[src/rtl/key_event_fifo_if.sv]
// Key event handshake bundle: head event, valid/ready, merge pulse and FIFO occupancy.
// The producer (key_event_fifo) uses the master modport; the game FSM uses slave.
interface key_event_fifo_if #(
   parameter int unsigned LevelW = 3
);
   logic              evt_valid;
   logic              evt_ready;
   logic [4:0]        evt_code;
   logic              evt_drop;
   logic [LevelW-1:0] fifo_level;

   modport master (
      output evt_valid,
      output evt_code,
      output evt_drop,
      output fifo_level,
      input  evt_ready
   );

   modport slave (
      input  evt_valid,
      input  evt_code,
      input  evt_drop,
      input  fifo_level,
      output evt_ready
   );
endinterface

[src/rtl/key_event_fifo.sv]
// Stability-filters 16 active-low key levels, turns new presses into queued key events.
// Define KEY_RELEASE_EVT_EN to also queue release events (evt_code[4]=1).
module key_event_fifo #(
   parameter int unsigned FIFO_DEPTH = 4,
   parameter int unsigned STABLE_CYC = 2
) (
   input  logic             clk,
   input  logic             rst,
   input  logic [15:0]      key_n,
   key_event_fifo_if.master evt
);

   localparam int unsigned PtrW   = (FIFO_DEPTH > 1) ? $clog2(FIFO_DEPTH) : 1;
   localparam int unsigned LevelW = $clog2(FIFO_DEPTH) + 1;
   localparam int unsigned CntW   = $clog2(STABLE_CYC + 1);

   function automatic logic [3:0] lowest_idx(input logic [15:0] v);
      logic [3:0] idx;
      idx = '0;
      for (int i = 15; i >= 0; i--) begin
         if (v[i]) idx = 4'(i);
      end
      return idx;
   endfunction

   logic [15:0]       key_q;
   logic [CntW-1:0]   stab_cnt_q;
   logic [15:0]       filt_q;
   logic [15:0]       filt_prev_q;
   logic [15:0]       pend_q, pend_d;
   logic [4:0]        mem_q [FIFO_DEPTH];
   logic [PtrW-1:0]   wr_ptr_q, rd_ptr_q;
   logic [LevelW-1:0] level_q, level_d;
   logic              drop_q, drop_d;

   logic [15:0] press;
   logic [15:0] grant;
   logic [4:0]  grant_code;
   logic        full;
   logic        push;
   logic        pop;

`ifdef KEY_RELEASE_EVT_EN
   logic [15:0] pend_rel_q, pend_rel_d;
   logic [15:0] release_edge;
   logic [15:0] grant_rel;
`endif

   assign evt.evt_valid  = (level_q != '0);
   assign evt.evt_code   = evt.evt_valid ? mem_q[rd_ptr_q] : 5'd0;
   assign evt.evt_drop   = drop_q;
   assign evt.fifo_level = level_q;

   assign pop = evt.evt_valid && evt.evt_ready;

   always_comb begin
      press      = filt_prev_q & ~filt_q;
      full       = (level_q == LevelW'(FIFO_DEPTH));
      grant      = '0;
      grant_code = '0;
      push       = 1'b0;
`ifdef KEY_RELEASE_EVT_EN
      release_edge = ~filt_prev_q & filt_q;
      grant_rel    = '0;
`endif
      // Full blocks the push even if a pop frees a slot this cycle.
      if (!full) begin
         if (pend_q != '0) begin
            grant      = 16'd1 << lowest_idx(pend_q);
            grant_code = {1'b0, lowest_idx(pend_q)};
            push       = 1'b1;
         end
`ifdef KEY_RELEASE_EVT_EN
         else if (pend_rel_q != '0) begin
            grant_rel  = 16'd1 << lowest_idx(pend_rel_q);
            grant_code = {1'b1, lowest_idx(pend_rel_q)};
            push       = 1'b1;
         end
`endif
      end

      // A new edge on an already-pending, ungranted bit collapses into one event.
      pend_d = (pend_q & ~grant) | press;
      drop_d = |(press & pend_q & ~grant);
`ifdef KEY_RELEASE_EVT_EN
      pend_rel_d = (pend_rel_q & ~grant_rel) | release_edge;
      drop_d     = drop_d | (|(release_edge & pend_rel_q & ~grant_rel));
`endif

      case ({push, pop})
         2'b10:   level_d = level_q + LevelW'(1);
         2'b01:   level_d = level_q - LevelW'(1);
         default: level_d = level_q;
      endcase
   end

   always_ff @(posedge clk) begin
      if (rst) begin
         key_q       <= 16'hFFFF;
         stab_cnt_q  <= '0;
         filt_q      <= 16'hFFFF;
         filt_prev_q <= 16'hFFFF;
         pend_q      <= '0;
         wr_ptr_q    <= '0;
         rd_ptr_q    <= '0;
         level_q     <= '0;
         drop_q      <= 1'b0;
      end else begin
         key_q       <= key_n;
         filt_prev_q <= filt_q;
         if (key_n != key_q) begin
            stab_cnt_q <= '0;
         end else begin
            if (stab_cnt_q != CntW'(STABLE_CYC)) stab_cnt_q <= stab_cnt_q + CntW'(1);
            if (stab_cnt_q == CntW'(STABLE_CYC - 1)) filt_q <= key_q;
         end
         pend_q  <= pend_d;
         level_q <= level_d;
         drop_q  <= drop_d;
         if (push) wr_ptr_q <= wr_ptr_q + PtrW'(1);
         if (pop)  rd_ptr_q <= rd_ptr_q + PtrW'(1);
      end
   end

   // Storage needs no reset: the head is masked to zero while the FIFO is empty.
   always_ff @(posedge clk) begin
      if (!rst && push) mem_q[wr_ptr_q] <= grant_code;
   end

`ifdef KEY_RELEASE_EVT_EN
   always_ff @(posedge clk) begin
      if (rst) pend_rel_q <= '0;
      else     pend_rel_q <= pend_rel_d;
   end
`endif

endmodule

[src/flat_wrapper.sv]
// flat-port wrapper written by rule: the top's interface ports become plain ports
module key_event_fifo_flat 
#(
   parameter int unsigned FIFO_DEPTH = 4,
   parameter int unsigned STABLE_CYC = 2
)
  (clk, rst, key_n, evt_evt_valid, evt_evt_code, evt_evt_drop, evt_fifo_level, evt_evt_ready);
  key_event_fifo_if #(.LevelW(($clog2((4)) + 1))) evt_i ();
  input  logic clk;
  input  logic rst;
  input  logic [15:0] key_n;
  output wire logic [$bits(evt_i.evt_valid)-1:0] evt_evt_valid;
  output wire logic [$bits(evt_i.evt_code)-1:0] evt_evt_code;
  output wire logic [$bits(evt_i.evt_drop)-1:0] evt_evt_drop;
  output wire logic [$bits(evt_i.fifo_level)-1:0] evt_fifo_level;
  input wire logic [$bits(evt_i.evt_ready)-1:0] evt_evt_ready;
  assign evt_evt_valid = evt_i.evt_valid;
  assign evt_evt_code = evt_i.evt_code;
  assign evt_evt_drop = evt_i.evt_drop;
  assign evt_fifo_level = evt_i.fifo_level;
  assign evt_i.evt_ready = evt_evt_ready;
  key_event_fifo #(.FIFO_DEPTH(FIFO_DEPTH), .STABLE_CYC(STABLE_CYC)) u_core (.clk(clk), .rst(rst), .key_n(key_n), .evt(evt_i));
endmodule
[config.mk]
export PLATFORM = sky130hd
export DESIGN_NAME = key_event_fifo_flat
export DESIGN_NICKNAME = d
export VERILOG_FILES = /design/src/rtl/key_event_fifo_if.sv /design/src/rtl/key_event_fifo.sv /design/src/flat_wrapper.sv
export SDC_FILE = /design/constraint.sdc
export NUM_CORES = 1
export LEC_CHECK = 0
export ABC_AREA = 1
export CORE_ASPECT_RATIO = 1.5
export CORE_MARGIN = 10
export CORE_UTILIZATION = 58
export DETAILED_ROUTE_END_ITERATION = 8
export GPL_ROUTABILITY_DRIVEN = 0
export PLACE_DENSITY = 0.83
export SLEW_MARGIN = 20
export SYNTH_ARGS = -nofsm -noshare
export SYNTH_HDL_FRONTEND = slang
export SYNTH_SLANG_ARGS = --single-unit
[constraint.sdc]
create_clock -name clk -period 3.2 [get_ports clk]
set_input_delay 0.64 -clock clk [delete_from_list [all_inputs] [get_ports clk]]
set_output_delay 0.64 -clock clk [all_outputs]
set_load 0.05 [all_outputs]
### Word-level counts from Yosys, hierarchy flattened

Memories as Yosys holds them, arrays and structs flattened. A register that Yosys moved wholly into a read port is not among the register bits.
Index checks and enable logic that the tools add are counted.

* register bits after elaboration: 74
* latch bits: 0
* memory bits (writable): 20
* bits in read-only memories: 0
* input bits: 19
* word-level logic and storage cells: 69
* memories: 1

Memory list
* u_core.mem_q: words 4, width 5, read ports 1, clocked after Yosys merged registers in 1, wr ports 1, RTL line key_event_fifo.sv:31 `logic [4:0] mem_q [FIFO_DEPTH];`

* add/subtract/negate cells: 5
* multipliers: 0
* div/mod/pow operators: 0
* $lt $le $gt $ge: 0
* eq/ne operators: 6
* shift-type cells: 1
* multiplexer cells: 30
* bitwise operators: 8
* reduce and logical (&&, ||, !) cells: 9

Operators with widths (number)
* $mux W4: 19
* $and A16 B16 Y16: 4
* $mux W16: 2
* $not A16 Y16: 2
* $ne A16 B16 Y1: 1
* $or A16 B16 Y16: 1
* $reduce_bool A16 Y1: 1
* $reduce_or A16 Y1: 1
* $shl A1 B4 Y16 const A: 1
* $mux W5: 2
* $add A2 B1 Y2 const B: 3
* $pmux W3 S2: 1
* $eq A2 B1 Y1 const B: 2
* $mux W1: 4
* $mux W2: 2
* $add A3 B1 Y3 const B: 1
* $eq A3 B3 Y1 const B: 1
* $reduce_bool A3 Y1: 1
* $sub A3 B1 Y3 const B: 1
* $eq A2 B2 Y1 const B: 1
* $logic_and A1 B1 Y1: 2
* $ne A2 B2 Y1 const B: 1
* $reduce_and A2 Y1: 1
* $reduce_bool A2 Y1: 1
* 3 further kinds: 3

### Depth between registers and ports, before layout

* depth after elaboration: 24
* depth in mapped cells: 24
* depth with buffers taken out: 24

### Least setup slack after synthesis

Ideal clock, no wire load.

* path type: register -> register
* from: register u_core.level_q[0] (netlist: u_core.evt.fifo_level[0])
* to: register u_core.level_q[2] (netlist: u_core.evt.fifo_level[2])
* setup time: 0.122 ns
* arrival: 2.415 ns
* required time: 3.078 ns
* setup slack: 0.663 ns
* cell stages (with the launch flop): 12
* path buffers: 0
* clock period less this slack: 2.537 ns
* cell sequence: dfxtp_1 nor3_1 inv_1 nand2_1 inv_1 ha_1 inv_1 fa_1 a21oi_1 o21ai_0 o21ai_0 a21oi_1

* longest elaborated chain between the ends: 4

RTL lines
* from (decl): RTL line key_event_fifo.sv:33 `logic [LevelW-1:0] level_q, level_d;`
* from (signal assigned): RTL line key_event_fifo.sv:118 `level_q <= level_d;`
* $reduce_bool A3 Y1 (*): RTL line key_event_fifo.sv:49 `assign evt.evt_valid = (level_q != '0);`
* net evt_evt_valid: RTL line flat_wrapper.sv:12 `output wire logic [$bits(evt_i.evt_valid)-1:0] evt_evt_valid;`
* $logic_and A1 B1 Y1 (*): RTL line key_event_fifo.sv:54 `assign pop = evt.evt_valid && evt.evt_ready;`
* net u_core.pop: RTL line key_event_fifo.sv:41 `logic pop;`
* $eq A2 B1 Y1 or $eq A2 B2 Y1 (tied branches): RTL line key_event_fifo.sv:90 `case ({push, pop})`
* $pmux W3 S2 or $reduce_bool A2 Y1 (tied branches)

Mark *: on every way through the listed nets, which the timed path passes. The rest lies on a longest branch.
A chain may end at the register's enable or synchronous reset.

==> impl_metrics.toml <==
[synthesis]
synth_nets = 495
yosysTopAreaCell = "dfxtp_1"
synth-main-ff-cell = "dfxtp_1"
ys_top_cells_by_area = "dfxtp_1 39%, edfxtp_1 12%, nand2_1 7.1%"
synth.top_cell.area_share = 0.3865
syn-cell-area_sq_mm = 0.003936
yosysSeqAreaShare = 0.5086
synth_cells = 468
ys_seq_elements = 92
synth_edf_count = 16
ys.warnings.count = 0
synth_cell_type_count = 36
syn_avg_cell_area_sq_um = 8.411
async_flop_share = 0

[worst_hold_path]
hp-start = "u_core.filt_q[8]"
hold_path_depth = 2
worstHoldPathType = "flop to flop"
hold_path_end = "u_core.filt_prev_q[8]"

[global_route]
grtUsageTotal = 0.1543
overflow = 0
grt_max_degree = 49
antenna_found_initial = 0
grt_pass1_vias = 3122
grt_pass1_wl_mm = 13.12

[timing]
tns_ns = 0
slew_violations = 0
slew_headroom = 0.6002
finalCritPeriodShare = 0.8576
fmax_ghz = 0.3644
finalClockSkew_ns = 0.009053
fin_crit_ns = 2.744
hold_slack_ns = 0.4400
final-setup-viol-count = 0
rsz0062_at_grt = "no"
hold_violations = 0
worstMarginPinSlew_ns = 0.5952

[layout]
layout_commonest_cell = "dfxtp_1"
drive_above_1_share = 0.1233
final_cell_mix = "76 x dfxtp_1, 74 x nand2_1, 63 x inv_1"
diodes = 0
syn_to_final_growth_pct = 13.64
layout.nets = 525
final.fill_count = 535

[place]
portBuffers = 27
dp_hpwl_mm = 5.716

[setup_path]
critPathMaxFanout = 9
start_kind = "flop"
crit_type = "flop to output pin"
cp_num_buf_inv = 2
cp-end-kind = "output pin"
worst_path_largest_cell_delay_ns = 0.73
r2r_slack_ns = 0.59
r2r_cells = 14
path_cells = "inv_1, o21ai_0, a21oi_1, clkdlybuf4s50_1"
cp.required_ns = 2.56
r2r_start = "u_core.pend_q[0]"
critPathArrivalTime_ns = 2.10
critPathTopFamily = "buffers and inverters"
r2r-end = "u_core.evt.fifo_level[2]"
cpMaxStageDelayCell = "clkdlybuf4s50_1"

[floorplanning]
die_w_microns = 87.27
die_h_microns = 120.9
rows = 36
start_util = 0.6027
core_sq_mm = 0.006531
die_area_sq_mm = 0.01055
ios = 29

[job]
drv_cap = 0

[clock_tree]
post_cts_buffers = 0
clkLatencyLatePin_ns = 0.37
numCtsBuffers = 9
clkSlewWorstSetupHoldPaths_ns = 0.09
clock_path_buffers = 2
hold_buffers = 0
cts.root.buffer_cell = "clkbuf_8"
cts_max_level = 3
cts_tree = "built"
cts_num_sinks = 92
cts_resized = 0

[drt]
vias = 3051
route.met2.wl_mm = 4.107
dr_wl_met3_microns = 370
drc = 0
drtIter0Drc = 127
firstDrtPassIters = 4
viasPerCell = 5.269
routed_wl_mm = 7.603
wl_met1_mm = 2.850
routed.top_layer = "met4"
ant_nets = 0
wire_per_inst_microns = 13.13

[run_status]
status = "finished, final reports clean"

[power]
ir_drop_v = 0.0005106
p_leak_nw = 1.876
powerDensity_mw_per_mm2 = 514.4
==> per-layer routing <==
layer	GRT usage	up-vias
li1	-	1568
met1	0.1475	1403
met2	0.2733	57
met3	0.04906	23
met4	0.09700	0
met5	0	-
==> sequential cells by signal, summed over array words and instances, names as in the netlist, named ones only <==
signal / flops
u_core.filt_prev_q: 16
u_core.filt_q: 16
u_core.key_q: 16
u_core.mem_q: 16
u_core.pend_q: 16
u_core.evt.fifo_level: 3
u_core.rd_ptr_q: 2
u_core.stab_cnt_q: 2
u_core.wr_ptr_q: 2
u_core.evt.evt_drop: 1
==> cells in the mapped netlist, types with 3 or more instances <==
cell type,count
nand2_2,4
nand3_1,13
xnor2_1,14
or2_2,15
ha_1,7
inv_1,63
o21ai_0,37
nand2_1,74
nand4_1,16
inv_2,5
edfxtp_1,16
nand3b_1,4
nor2_1,41
nand3_2,3
buf_2,3
nand2_4,3
clkbuf_1,8
dfxtp_1,76
a21oi_1,44
==> cells by family (layout without fill, tap and decap cells) <==
logic type	Yosys count	after routing	share of synthesized area
xor gates and xnor gates	16	16	0.03560
AOI/OAI and AO/OA	86	86	0.1186
adders and majority gates	8	8	0.02734
other	1	1	0.0009527
buffers and inverters	81	116	0.07979
DFF	92	92	0.5086
and+or+nand+nor	184	184	0.2292
==> worst reg2reg max path: stages (launching register included) <==
cell	delay (ns)
dfxtp_1	0.38
inv_2	0.13
nand2_2	0.09
nor3_2	0.14
inv_2	0.08
nor2_2	0.13
inv_1	0.06
o21ai_0	0.38
ha_1	0.23
inv_1	0.07
fa_1	0.37
a21oi_1	0.14
o21ai_0	0.11
o21ai_0	0.15
a21oi_1	0.05
==> final cells by class <==
type / count / area, sq um / share of cell area
clock inverter: 4 / 28.78 / 0.006434
tap: 76 / 95.09 / 0.02126
clock buffer: 12 / 165.2 / 0.03692
timing repair buffer: 31 / 300.3 / 0.06713
inverter: 69 / 261.5 / 0.05846
sequential: 92 / 2002 / 0.4476
multi-input combinational: 295 / 1620 / 0.3622
==> through the flow <==
stage | setup slack [ns] | power [mW] | cells | cell area, sq um | util
after floorplan | 0.6632 | 1.470 | 468 | 3936 | -
after global placement | 0.5267 | 1.576 | 563 | 4279 | 0.6552
after detailed placement | 0.4705 | 1.584 | 563 | 4279 | 0.6552
after CTS | 0.3817 | 2.318 | 579 | 4473 | 0.6849
after global routing | 0.2309 | 2.411 | 579 | 4473 | 0.6849
final | 0.4558 | 2.301 | 579 | 4473 | 0.6849
==> power breakdown <==
| part | total (mW) | internal [mW] | switching [mW] |
|---|---|---|---|
| Combinational | 0.327 | 0.120 | 0.207 |
| Sequential | 1.23 | 1.20 | 0.0292 |
| Clock | 0.747 | 0.349 | 0.398 |
==> worst max path at each step <==
stage / slack, ns / start / end / cells past startpoint
detailed placement: 0.47 / key_n[5] / u_core.filt_q[10] / 11
finish: 0.46 / flop / evt_evt_code[3] / 4
CTS: 0.38 / u_core.evt.fifo_level[0] / evt_evt_valid / 3
global route: 0.23 / u_core.evt.fifo_level[0] / evt_evt_valid / 3
floorplan: 0.66 / u_core.evt.fifo_level[0] / u_core.evt.fifo_level[2] / 11
global placement: 0.53 / key_n[5] / u_core.filt_q[5] / 11
No activity file was read; power rests on OpenSTA's default activity.
